==> src/rtl/icache_fill_controller.sv <==
// Instruction-cache refill sequencer: fetches one 32-byte block as four
// 64-bit memory beats, assembles it, then writes it into the cache in one strobe.
module icache_fill_controller #(
  parameter int BLOCK_SIZE    = 32,
  parameter int BITS_PER_BYTE = 8,
  parameter int BEAT_BYTES    = 8,
  parameter int ADDR_WIDTH    = 16
) (
  input  logic                                clock_i,
  input  logic                                reset_i,
  input  logic                                fillReq_i,
  input  logic [ADDR_WIDTH-1:0]               fillAddr_i,
  output logic                                fillReady_o,
  output logic                                memReq_o,
  output logic [ADDR_WIDTH-1:0]               memAddr_o,
  input  logic                                memAck_i,
  input  logic [BEAT_BYTES*BITS_PER_BYTE-1:0] memData_i,
  output logic                                writeEnable_o,
  output logic [ADDR_WIDTH-1:0]               writeAddress_o,
  output logic [BLOCK_SIZE*BITS_PER_BYTE-1:0] writeBlock_o,
  output logic                                fillDone_o,
  output logic [15:0]                         fillCount_o
);

  localparam int BEATS      = BLOCK_SIZE / BEAT_BYTES;
  localparam int BEAT_W     = BEAT_BYTES * BITS_PER_BYTE;
  localparam int BLOCK_W    = BLOCK_SIZE * BITS_PER_BYTE;
  localparam int OFFSET_W   = $clog2(BLOCK_SIZE);
  localparam int BEAT_IDX_W = $clog2(BEATS);
  localparam int BYTE_OFF_W = $clog2(BEAT_BYTES);
  localparam int TAG_W      = ADDR_WIDTH - OFFSET_W;

  localparam logic [BEAT_IDX_W-1:0] LAST_BEAT = BEAT_IDX_W'(BEATS - 1);

  typedef enum logic [1:0] {
    S_IDLE  = 2'd0,
    S_BEAT  = 2'd1,
    S_WRITE = 2'd2
  } state_t;

  state_t                  r_state;
  logic [TAG_W-1:0]        r_blk;
  logic [BEAT_IDX_W-1:0]   r_beat;
  logic [BLOCK_W-1:0]      r_buffer;
  logic [ADDR_WIDTH-1:0]   r_memAddr;
  logic [ADDR_WIDTH-1:0]   r_writeAddr;
  logic [15:0]             r_fillCount;
  logic                    r_fillReady;
  logic                    r_memReq;
  logic                    r_writeEnable;

  logic [TAG_W-1:0]        w_reqTag;
  logic [BEAT_IDX_W-1:0]   w_nextBeat;

  assign w_reqTag   = fillAddr_i[ADDR_WIDTH-1:OFFSET_W];
  assign w_nextBeat = r_beat + 1'b1;

  // Strobes and addresses are computed one edge ahead so every output is a flop.
  always_ff @(posedge clock_i) begin
    if (reset_i) begin
      r_state       <= S_IDLE;
      r_blk         <= '0;
      r_beat        <= '0;
      r_buffer      <= '0;
      r_memAddr     <= '0;
      r_writeAddr   <= '0;
      r_fillCount   <= '0;
      r_fillReady   <= 1'b1;
      r_memReq      <= 1'b0;
      r_writeEnable <= 1'b0;
    end else begin
      case (r_state)
        S_IDLE: begin
          if (fillReq_i) begin
            r_blk       <= w_reqTag;
            r_beat      <= '0;
            r_memAddr   <= {w_reqTag, {BEAT_IDX_W{1'b0}}, {BYTE_OFF_W{1'b0}}};
            r_memReq    <= 1'b1;
            r_fillReady <= 1'b0;
            r_state     <= S_BEAT;
          end
        end
        S_BEAT: begin
          if (memAck_i) begin
            r_buffer[r_beat*BEAT_W +: BEAT_W] <= memData_i;
            if (r_beat == LAST_BEAT) begin
              r_memReq      <= 1'b0;
              r_writeEnable <= 1'b1;
              r_writeAddr   <= {r_blk, {OFFSET_W{1'b0}}};
              r_state       <= S_WRITE;
            end else begin
              r_beat    <= w_nextBeat;
              r_memAddr <= {r_blk, w_nextBeat, {BYTE_OFF_W{1'b0}}};
            end
          end
        end
        S_WRITE: begin
          r_writeEnable <= 1'b0;
          r_fillCount   <= r_fillCount + 1'b1;
          r_fillReady   <= 1'b1;
          r_state       <= S_IDLE;
        end
        default: begin
          r_state       <= S_IDLE;
          r_fillReady   <= 1'b1;
          r_memReq      <= 1'b0;
          r_writeEnable <= 1'b0;
        end
      endcase
    end
  end

  assign fillReady_o    = r_fillReady;
  assign memReq_o       = r_memReq;
  assign memAddr_o      = r_memAddr;
  assign writeEnable_o  = r_writeEnable;
  assign fillDone_o     = r_writeEnable;
  assign writeAddress_o = r_writeAddr;
  assign writeBlock_o   = r_buffer;
  assign fillCount_o    = r_fillCount;

endmodule

==> config.mk <==
export PLATFORM = sky130hd
export DESIGN_NAME = icache_fill_controller
export DESIGN_NICKNAME = d
export VERILOG_FILES = /design/src/rtl/icache_fill_controller.sv
export SDC_FILE = /design/constraint.sdc
export NUM_CORES = 1
export LEC_CHECK = 0
export ABC_AREA = 1
export CAP_MARGIN = 20
export CORE_ASPECT_RATIO = 0.9
export CORE_MARGIN = 2
export CORE_UTILIZATION = 35
export DETAILED_ROUTE_END_ITERATION = 7
export SYNTH_ARGS = -nofsm -noshare
export SYNTH_HDL_FRONTEND = slang
export SYNTH_SLANG_ARGS = --single-unit
==> constraint.sdc <==
create_clock -name clock_i -period 2.4 [get_ports clock_i]
set_clock_uncertainty 0.2 [all_clocks]
set_input_delay 0.24 -clock clock_i [delete_from_list [all_inputs] [get_ports clock_i]]
set_output_delay 0.24 -clock clock_i [all_outputs]
set_load 0.02 [all_outputs]
## Word-level counts from Yosys, hierarchy flattened

Cells that the tools add are included.

| storage, ports and cells | value |
|---|---|
| word-level logic and storage cells | 57 |
| input port bits | 84 |
| flip-flop bits (word level) | 317 |
| output and inout bits | 308 |

| operators by class | value |
|---|---|
| equal/unequal tests | 7 |
| bitwise logic cells | 3 |
| shift-type cells | 2 |
| mux-type cells | 22 |
| reduce and logical (&&, ||, !) cells | 10 |
| $add $sub $neg | 3 |

Operators by type and width:

| kind | number |
|---|---|
| $bwmux 256 | 1 |
| $shift 64x34->256 const A | 1 |
| $shiftx 64x34->256 | 1 |
| $mux 16 | 3 |
| $neg 8->34 | 1 |
| $pmux 16 s2 | 1 |
| $add 16x1->16 const B | 1 |
| $mux 2 | 6 |
| $reduce_and 3->1 | 3 |
| $ne 2x2->1 const B | 4 |
| $pmux 2 s2 | 2 |
| $reduce_and 4->1 | 2 |
| $mux 1 | 6 |
| $reduce_and 2->1 | 3 |
| $eq 2x2->1 const B | 2 |
| $pmux 1 s2 | 2 |
| $not 1->1 | 3 |
| $pmux 1 s3 | 1 |
| $add 2x1->2 const B | 1 |
| $eq 2x1->1 const B | 1 |
| $logic_not 2->1 | 1 |
| $reduce_bool 2->1 | 1 |

## Depth between registers and ports, before layout

Gate-level depths: netlist of run 1.

| logic depth | value |
|---|---|
| word-level depth | 4 |
| depth in mapped cells | 9 |
| gate-level depth less buffers | 8 |

## Worst setup path after synthesis of run 1

No wires, ideal clock.

| timing path | value |
|---|---|
| path type | reg-to-reg |
| from | register r_beat[0] |
| to | register r_buffer[130], in the netlist writeBlock_o[130] |
| stages on the path, launching flop included | 10 |
| setup time | 70 ps |
| buffers on the path | 1 |
| data required time | 2130 ps |
| clock period less this slack | 2109 ps |
| path slack | 291 ps |
| arrival time | 1839 ps |
| path through | dfxtp_1 > inv_1 > ha_1 > inv_1 > nor2_1 > nand2_1 > nor2_2 > buf_2 > nand3_1 > a21oi_1 |

| between the ends | value |
|---|---|
| word-level cells in the longest chain between the ends | 3 |
| elaborated cells on any way between the ends | 4 |
| those cells by class | add/sub: 1; shift: 2; mux: 1 |

RTL lines:

| element | RTL line | RTL |
|---|---|---|
| start, declared | 43 | `logic [BEAT_IDX_W-1:0] r_beat;` |
| start signal, assigned | 92 | `r_beat <= w_nextBeat;` |
| $neg 8->34 (*) | 85 | `r_buffer[r_beat*BEAT_W +: BEAT_W] <= memData_i;` |
| $shiftx 64x34->256 / $shift 64x34->256 (equally long branches) | 85 |  |
| $bwmux 256 (*) | 85 |  |
| end signal, assigned by index | 85 |  |
| end, declared | 44 | `logic [BLOCK_W-1:0] r_buffer;` |

Every way passes the cells marked *; elsewhere a longest branch is shown, timed or not.
A chain may end at the register's enable or synchronous reset.

## Final worst setup path of run 1

| timing path | value |
|---|---|
| from | register r_beat[0] |
| to | register r_buffer[155], in the netlist writeBlock_o[155] |

Same word-level chain as after synthesis.

==> results.toml, run 1 <==
[status]
status = "completed"

[min_path]
hp-class = "in -> reg"
worstHoldPathCells = 4
min-delay-start = "reset_i"
min_to = "fillCount_o[8]"

[setup_path]
crit_fanout = 32
timing.rr.end = "writeBlock_o[155]"
slowest_delay_ns = 0.38
r2r_slack_ns = 0.24
cp.arrival_ns = 2.40
cp_top_family = "simple AND/OR/NAND/NOR gates"
slowest_stage = "ha_1"
reg2reg_from = "r_beat[0]"
critPathCaptureType = "flop"
start_kind = "flop"
critPathKind = "reg -> reg"
r2r_cells = 9
crit_required_ns = 2.63
path_cells = "inv_1, ha_1, inv_1, nor2_2, nand2_1, nor2_2, buf_12, nand3_1, a21oi_1"
worst-path-buf-inv = 3

[synthesis]
async_reset_ff_frac = 0
synth_top_flop_cell = "dfxtp_1"
synthCells = 1713
avgSynthCellArea_sq_um = 7.45
synth_area_leader_cell = "dfxtp_1"
synth.area.top_cells = "dfxtp_1 49%, a21oi_1 11%, nand2_1 9.5%"
synth_compound_area_frac = 0.172
synth_top_family_by_area = "simple AND/OR/NAND/NOR gates"
synth_top_cell_area_share = 0.489
synth.most_common_cell = "nand2_1"
synth_seq_cells = 312
ys.warnings.count = 0
synth.mux.area_fraction = 0
synth-simple-area-share = 0.253
synth-seq-area-share = 0.489
netlist_top_cells_count = "324 x nand2_1, 312 x dfxtp_1, 286 x a21oi_1"
ys_types = 32
synthAdderAreaFrac = 0.00686
syn-cell-area_sq_um = 12800
synth-edff-count = 0
synth_xor_xnor_area_share = 0.00137

[floorplanning]
initial_core_util = 0.354
io_pins = 392
core_area_sq_um = 36000
die_h_um = 185
die_x_um = 205
dieArea_sq_um = 38000
num_rows = 66

[clock_network]
htreeDepth = 2
clock_latency_ns = 0.52
cts_tree = "built"
cts-resized-gates = 0
post-cts-setup-buffers = 0
numCtsBuffers = 36
root_buffer = "clkbuf_16"
path_clk_slew_ns = 0.06
postCtsHoldBufs = 0
cts_sinks = 312
clockBufferDepth = 3

[global_route]
antenna_found_initial = 0
grt_use_total = 0.251
grt_max_degree = 204
grt_pass1_vias = 12200
gr-total-overflow = 0
grt_pass1_wl_mm = 73.7

[place]
post_dp_cell_area_sq_um = 16900
place_congestion = 0.886
hpwl_mm = 32.8
numPortBuffers = 378

[power]
p_clk_frac = 0.446
intPower_mw = 9.33
swShare = 0.261
power_frac_comb = 0.129
vdd.ir_drop.worst_uv = 490
p_sw_mw = 3.30
p_seq_frac = 0.425
power.density_nw_per_um2 = 698
p_leak_nw = 6.14

[flow_run]
maxCapViolations = 0

[cells_and_area]
layout.nets = 2104
final_cell_area_sq_um = 18100
drive_above_1_share = 0.0535
nFillCells = 3535
num_antenna_cells = 0
synthToLayoutAreaGrowth_pct = 41.9

[detailed_routing]
wl_mm = 49.1
drt_iter0_drc = 846
first_pass_iters = 7
avgRoutedWirePerCell_um = 19.5
drtAntennaViolNets = 0
via_per_inst = 5.20
route.vias.total = 13100
drc = 0

[sta]
setup_tns_ns = 0
worst_slew_pin_slew_ns = 1.11
fin_crit_sh = 0.902
setup_viol = 0
rsz0062_at_grt = "false"
hold_viol = 0
slew_headroom = 0.260
maxSlewViolCount = 0
period_needed_ns = 2.16
max_freq_mhz = 462
## sequential cells by signal, indices dropped and copies added, names as in the netlist
signal	cells
writeBlock_o	256
fillCount_o	16
memAddr_o	12
r_blk	11
writeAddress_o	11
r_state	2
fillDone_o	1
fillReady_o	1
memReq_o	1
r_beat	1
## metal layers
metal  GRT usage  wire [um]  share of wire  vias to the layer above
li1            -          -              -                     6293
met1       0.305      19800           0.40                     6201
met2       0.420      23200           0.47                      493
met3      0.0813       4680          0.095                       73
met4      0.0823       1480          0.030                        0
met5           0          0              0                        -
## how the worst max path moves through the flow
| stage | start | endpoint | slack (ns) | cells past startpoint |
|---|---|---|---|---|
| 4_1_cts | r_beat[0] | writeBlock_o[78] | 0.16 | 9 |
| 3_5_place_dp | memAck_i | writeBlock_o[131] | 0.18 | 6 |
| 6_report | r_beat[0] | writeBlock_o[155] | 0.24 | 9 |
| 5_1_grt | r_beat[0] | writeBlock_o[122] | 0.04 | 8 |
| 2_1_floorplan | r_beat[0] | writeBlock_o[130] | 0.29 | 9 |
| 3_3_place_gp | r_beat[0] | writeBlock_o[65] | 0.22 | 9 |
## through the flow
step | std cells | power [mW] | setup WS [ns] | hold slack [ns] | util
6_report | 2513 | 12.6 | 0.235 | 0.0469 | 0.503
2_1_floorplan | 1720 | 6.36 | 0.291 | 0.185 | -
4_1_cts | 2513 | 12.8 | 0.161 | 0.0213 | 0.503
5_1_grt | 2513 | 13.1 | 0.0397 | 0.0698 | 0.503
3_5_place_dp | 2451 | 7.12 | 0.175 | 0.252 | 0.470
3_3_place_gp | 2451 | 7.11 | 0.217 | 0.247 | 0.470
## worst min-delay path, cell delays in order
cell and delay, ns:
buf_6 0.08, inv_2 0.20, nand2_1 0.14, nor2_1 0.03
## kinds of logic (layout without fill, tap and decap cells)
group | Yosys count | after routing
adder cells (fa/ha/maj) | 7 | 7
other | 1 | 8
XOR/XNOR | 2 | 2
AO/OA/AOI/OAI | 426 | 426
buffers and inverters | 203 | 520
AND/OR/NAND/NOR | 762 | 762
flip-flops | 312 | 312
## layout by cell type (no fill, tap or decap), types with 15 or more instances in the layout
master	count
inv_1	41
nor2_1	187
a21oi_1	286
o21a_1	24
nand2_1	323
dfxtp_1	311
nand3_1	221
nand4_1	15
buf_12	22
clkbuf_16	37
clkdlybuf4s50_1	377
o21ai_0	112
## cell type report
| type | instances | area (sq um) | share of cell area |
|---|---|---|---|
| Multi-Input combinational cell | 1205 | 5580 | 0.308 |
| Inverter | 47 | 181 | 0.0100 |
| Tap cell | 476 | 596 | 0.0329 |
| Clock inverter | 10 | 154 | 0.00850 |
| Sequential cell | 312 | 6250 | 0.345 |
| Timing Repair Buffer | 411 | 4310 | 0.238 |
| Clock buffer | 52 | 1040 | 0.0576 |
## power by group through the flow
| stage | Sequential [mW] | Clock (mW) | Combinational, mW |
|---|---|---|---|
| global placement | 5.48 | 0 | 1.63 |
| CTS | 5.38 | 5.77 | 1.64 |
| detailed placement | 5.49 | 0 | 1.63 |
| floorplan | 5.63 | 0 | 0.730 |
| global route | 5.39 | 6.00 | 1.75 |
| finish | 5.38 | 5.63 | 1.63 |
(Power assumes the default switching activity.)
==> run 2, diff against run 1 <==
Settings changed: CAP_MARGIN 20 to default, CORE_MARGIN 2 to default, PLACE_DENSITY from default to 0.65.
Clock period 2.4 ns to 1.7 ns, I/O delays scaled along.
==> run 2 against run 1 <==
The run now ends with hold timing, setup timing left; design area rose by 14%; worst setup slack got worse by 0.43 ns; clock power rose by 37%; critical path type unchanged; largest cell class is now multi-input combinational cells; largest power group unchanged.
==> results.toml, run 2 (synthesized netlist as in run 1, its figures left out) <==
[clock_network]
root_buffer = "clkbuf_16"
path_clk_slew_ns = 0.06
clockBufferDepth = 3
cts_sinks = 312
numCtsBuffers = 36
clock_latency_ns = 0.52
htreeDepth = 2
cts_tree = "built"

[sta]
max_freq_mhz = 529
setup_viol = 260
period_needed_ns = 1.89
worst_slack_ns = -0.192
slew_headroom = 0.547
fin_crit_sh = 1.11
rsz0062_at_grt = "true"
maxSlewViolCount = 0
worst_slew_pin_slew_ns = 0.679
setup_tns_ns = -20.95
fin_hold_ws_ns = -0.0332
hold_viol = 2

[power]
power.density_nw_per_um2 = 892
p_sw_mw = 5.01
p_leak_nw = 8.53
vdd.ir_drop.worst_uv = 755
p_seq_frac = 0.413
p_clk_frac = 0.418
swShare = 0.272
intPower_mw = 13.4
power.total_mw = 18.4
power_frac_comb = 0.169

[cells_and_area]
layout.nets = 2238
fin_cells = 2639
mostFrequentLayoutCells = "308 x dfxtp_1, 307 x nand2_1, 291 x dlygate4sd2_1"
drive_above_1_share = 0.199
post-route-util = 0.582
largest_reg_flops = 256
nFillCells = 3278
synthToLayoutAreaGrowth_pct = 61.6
mostFrequentLayoutCell = "dfxtp_1"

[floorplanning]
dieArea_sq_um = 37200
die_x_um = 203
num_rows = 65
core_area_sq_um = 35500
initial_core_util = 0.360
die_h_um = 183
io_pins = 392

[global_route]
antenna_found_initial = 2
gr-total-overflow = 0
grt_pass1_wl_mm = 78.9
grt_use_total = 0.276
grt_pass1_vias = 13200
grt_max_degree = 116

[place]
hpwl_mm = 34.9
numPortBuffers = 378
place_congestion = 0.939
post-place-cells = 2524

[status]
violations = "hold timing, setup timing"
status = "complete, but fails checks"

[detailed_routing]
wl_mm = 55.1
via_per_inst = 5.29
route.vias.total = 14000
avgRoutedWirePerCell_um = 20.9
drc = 0
drt_iter0_drc = 912
first_pass_iters = 5
drtAntennaViolNets = 0

[setup_path]
crit_fanout = 14
cp.arrival_ns = 2.16
critPathKind = "reg -> reg"
r2r_slack_ns = -0.19
crit_required_ns = 1.96
critPathCaptureType = "flop"
start_kind = "flop"

[min_path]
hp-class = "in -> reg"

[flow_run]
maxCapViolations = 0
run 2: cell count changes in the layout (fill, tap and decap cells not counted), sizes merged, moves of 4 or more:
cell / before / now
clkdlybuf4s50: 377 / 77
dlygate4sd2: 0 / 291
buf: 34 / 151
clkbuf: 52 / 64
clkdlybuf4s15: 0 / 9
dlygate4sd3: 0 / 4
run 2: layer usage:
layer / track usage / share of wire
met2: 0.459 / 0.47
met4: 0.110 / 0.035
met3: 0.0721 / 0.093
met1: 0.337 / 0.40
met5: 0 / 0
run 2: worst paths after layout:
check,cells past startpoint,end,startpoint
worst min register to register,2,writeBlock_o[130],writeBlock_o[130]
worst min-delay path,3,fillDone_o,reset_i
worst max register to register,9,writeBlock_o[50],r_beat[0]
worst max-delay path,9,writeBlock_o[50],r_beat[0]
run 2: power by group through the flow:
stage / Sequential (mW) / Clock [mW] / Combinational (mW)
floorplan: 7.94 / 0 / 1.10
global placement: 7.76 / 0 / 2.51
detailed placement: 7.76 / 0 / 2.53
CTS: 7.60 / 7.81 / 2.86
global route: 7.62 / 8.14 / 3.27
finish: 7.60 / 7.69 / 3.11
run 2: final cells by class:
type,instances,area [sq um],area share
multi-input combinational,1205,6590,0.320
clock inverter,8,92.6,0.00449
inverter,47,236,0.0115
clock buffer,51,1070,0.0518
sequential,312,6260,0.303
timing repair buffer,545,5790,0.281
antenna,2,5.00,0.000243
tap,469,587,0.0284
run 2: critical path, cell delays in order (launching register included):
cell     delay, ns
dfxtp_4       0.39
inv_6         0.05
ha_4          0.22
buf_4         0.15
nor3_4        0.18
buf_6         0.17
buf_12        0.15
nand2_1       0.06
a21oi_1       0.13
o21a_1        0.14
run 2: repair_timing:
action                                  in CTS  in global routing
buffers inserted                            11                 12
gates resized for setup                    429                202
hold endpoints to repair                    83                  2
endpoints found under the setup margin     554                296
cloned                                      16                 13
hold buffers                                 3                  1
pin swaps                                   38                 78
run 2: stage by stage:
stage,worst slack [ns],instance area [sq um]
floorplan,-0.0408,12900
global placement,-0.175,17600
detailed placement,-0.183,17600
CTS,-0.178,19400
global route,-0.272,20600
finish,-0.192,20600
==> run 3, diff against run 2 <==
Settings changed: CAP_MARGIN from default to 10.
==> results of run 3 <==
Final layout, timing and power as in run 2 (identical DEF).
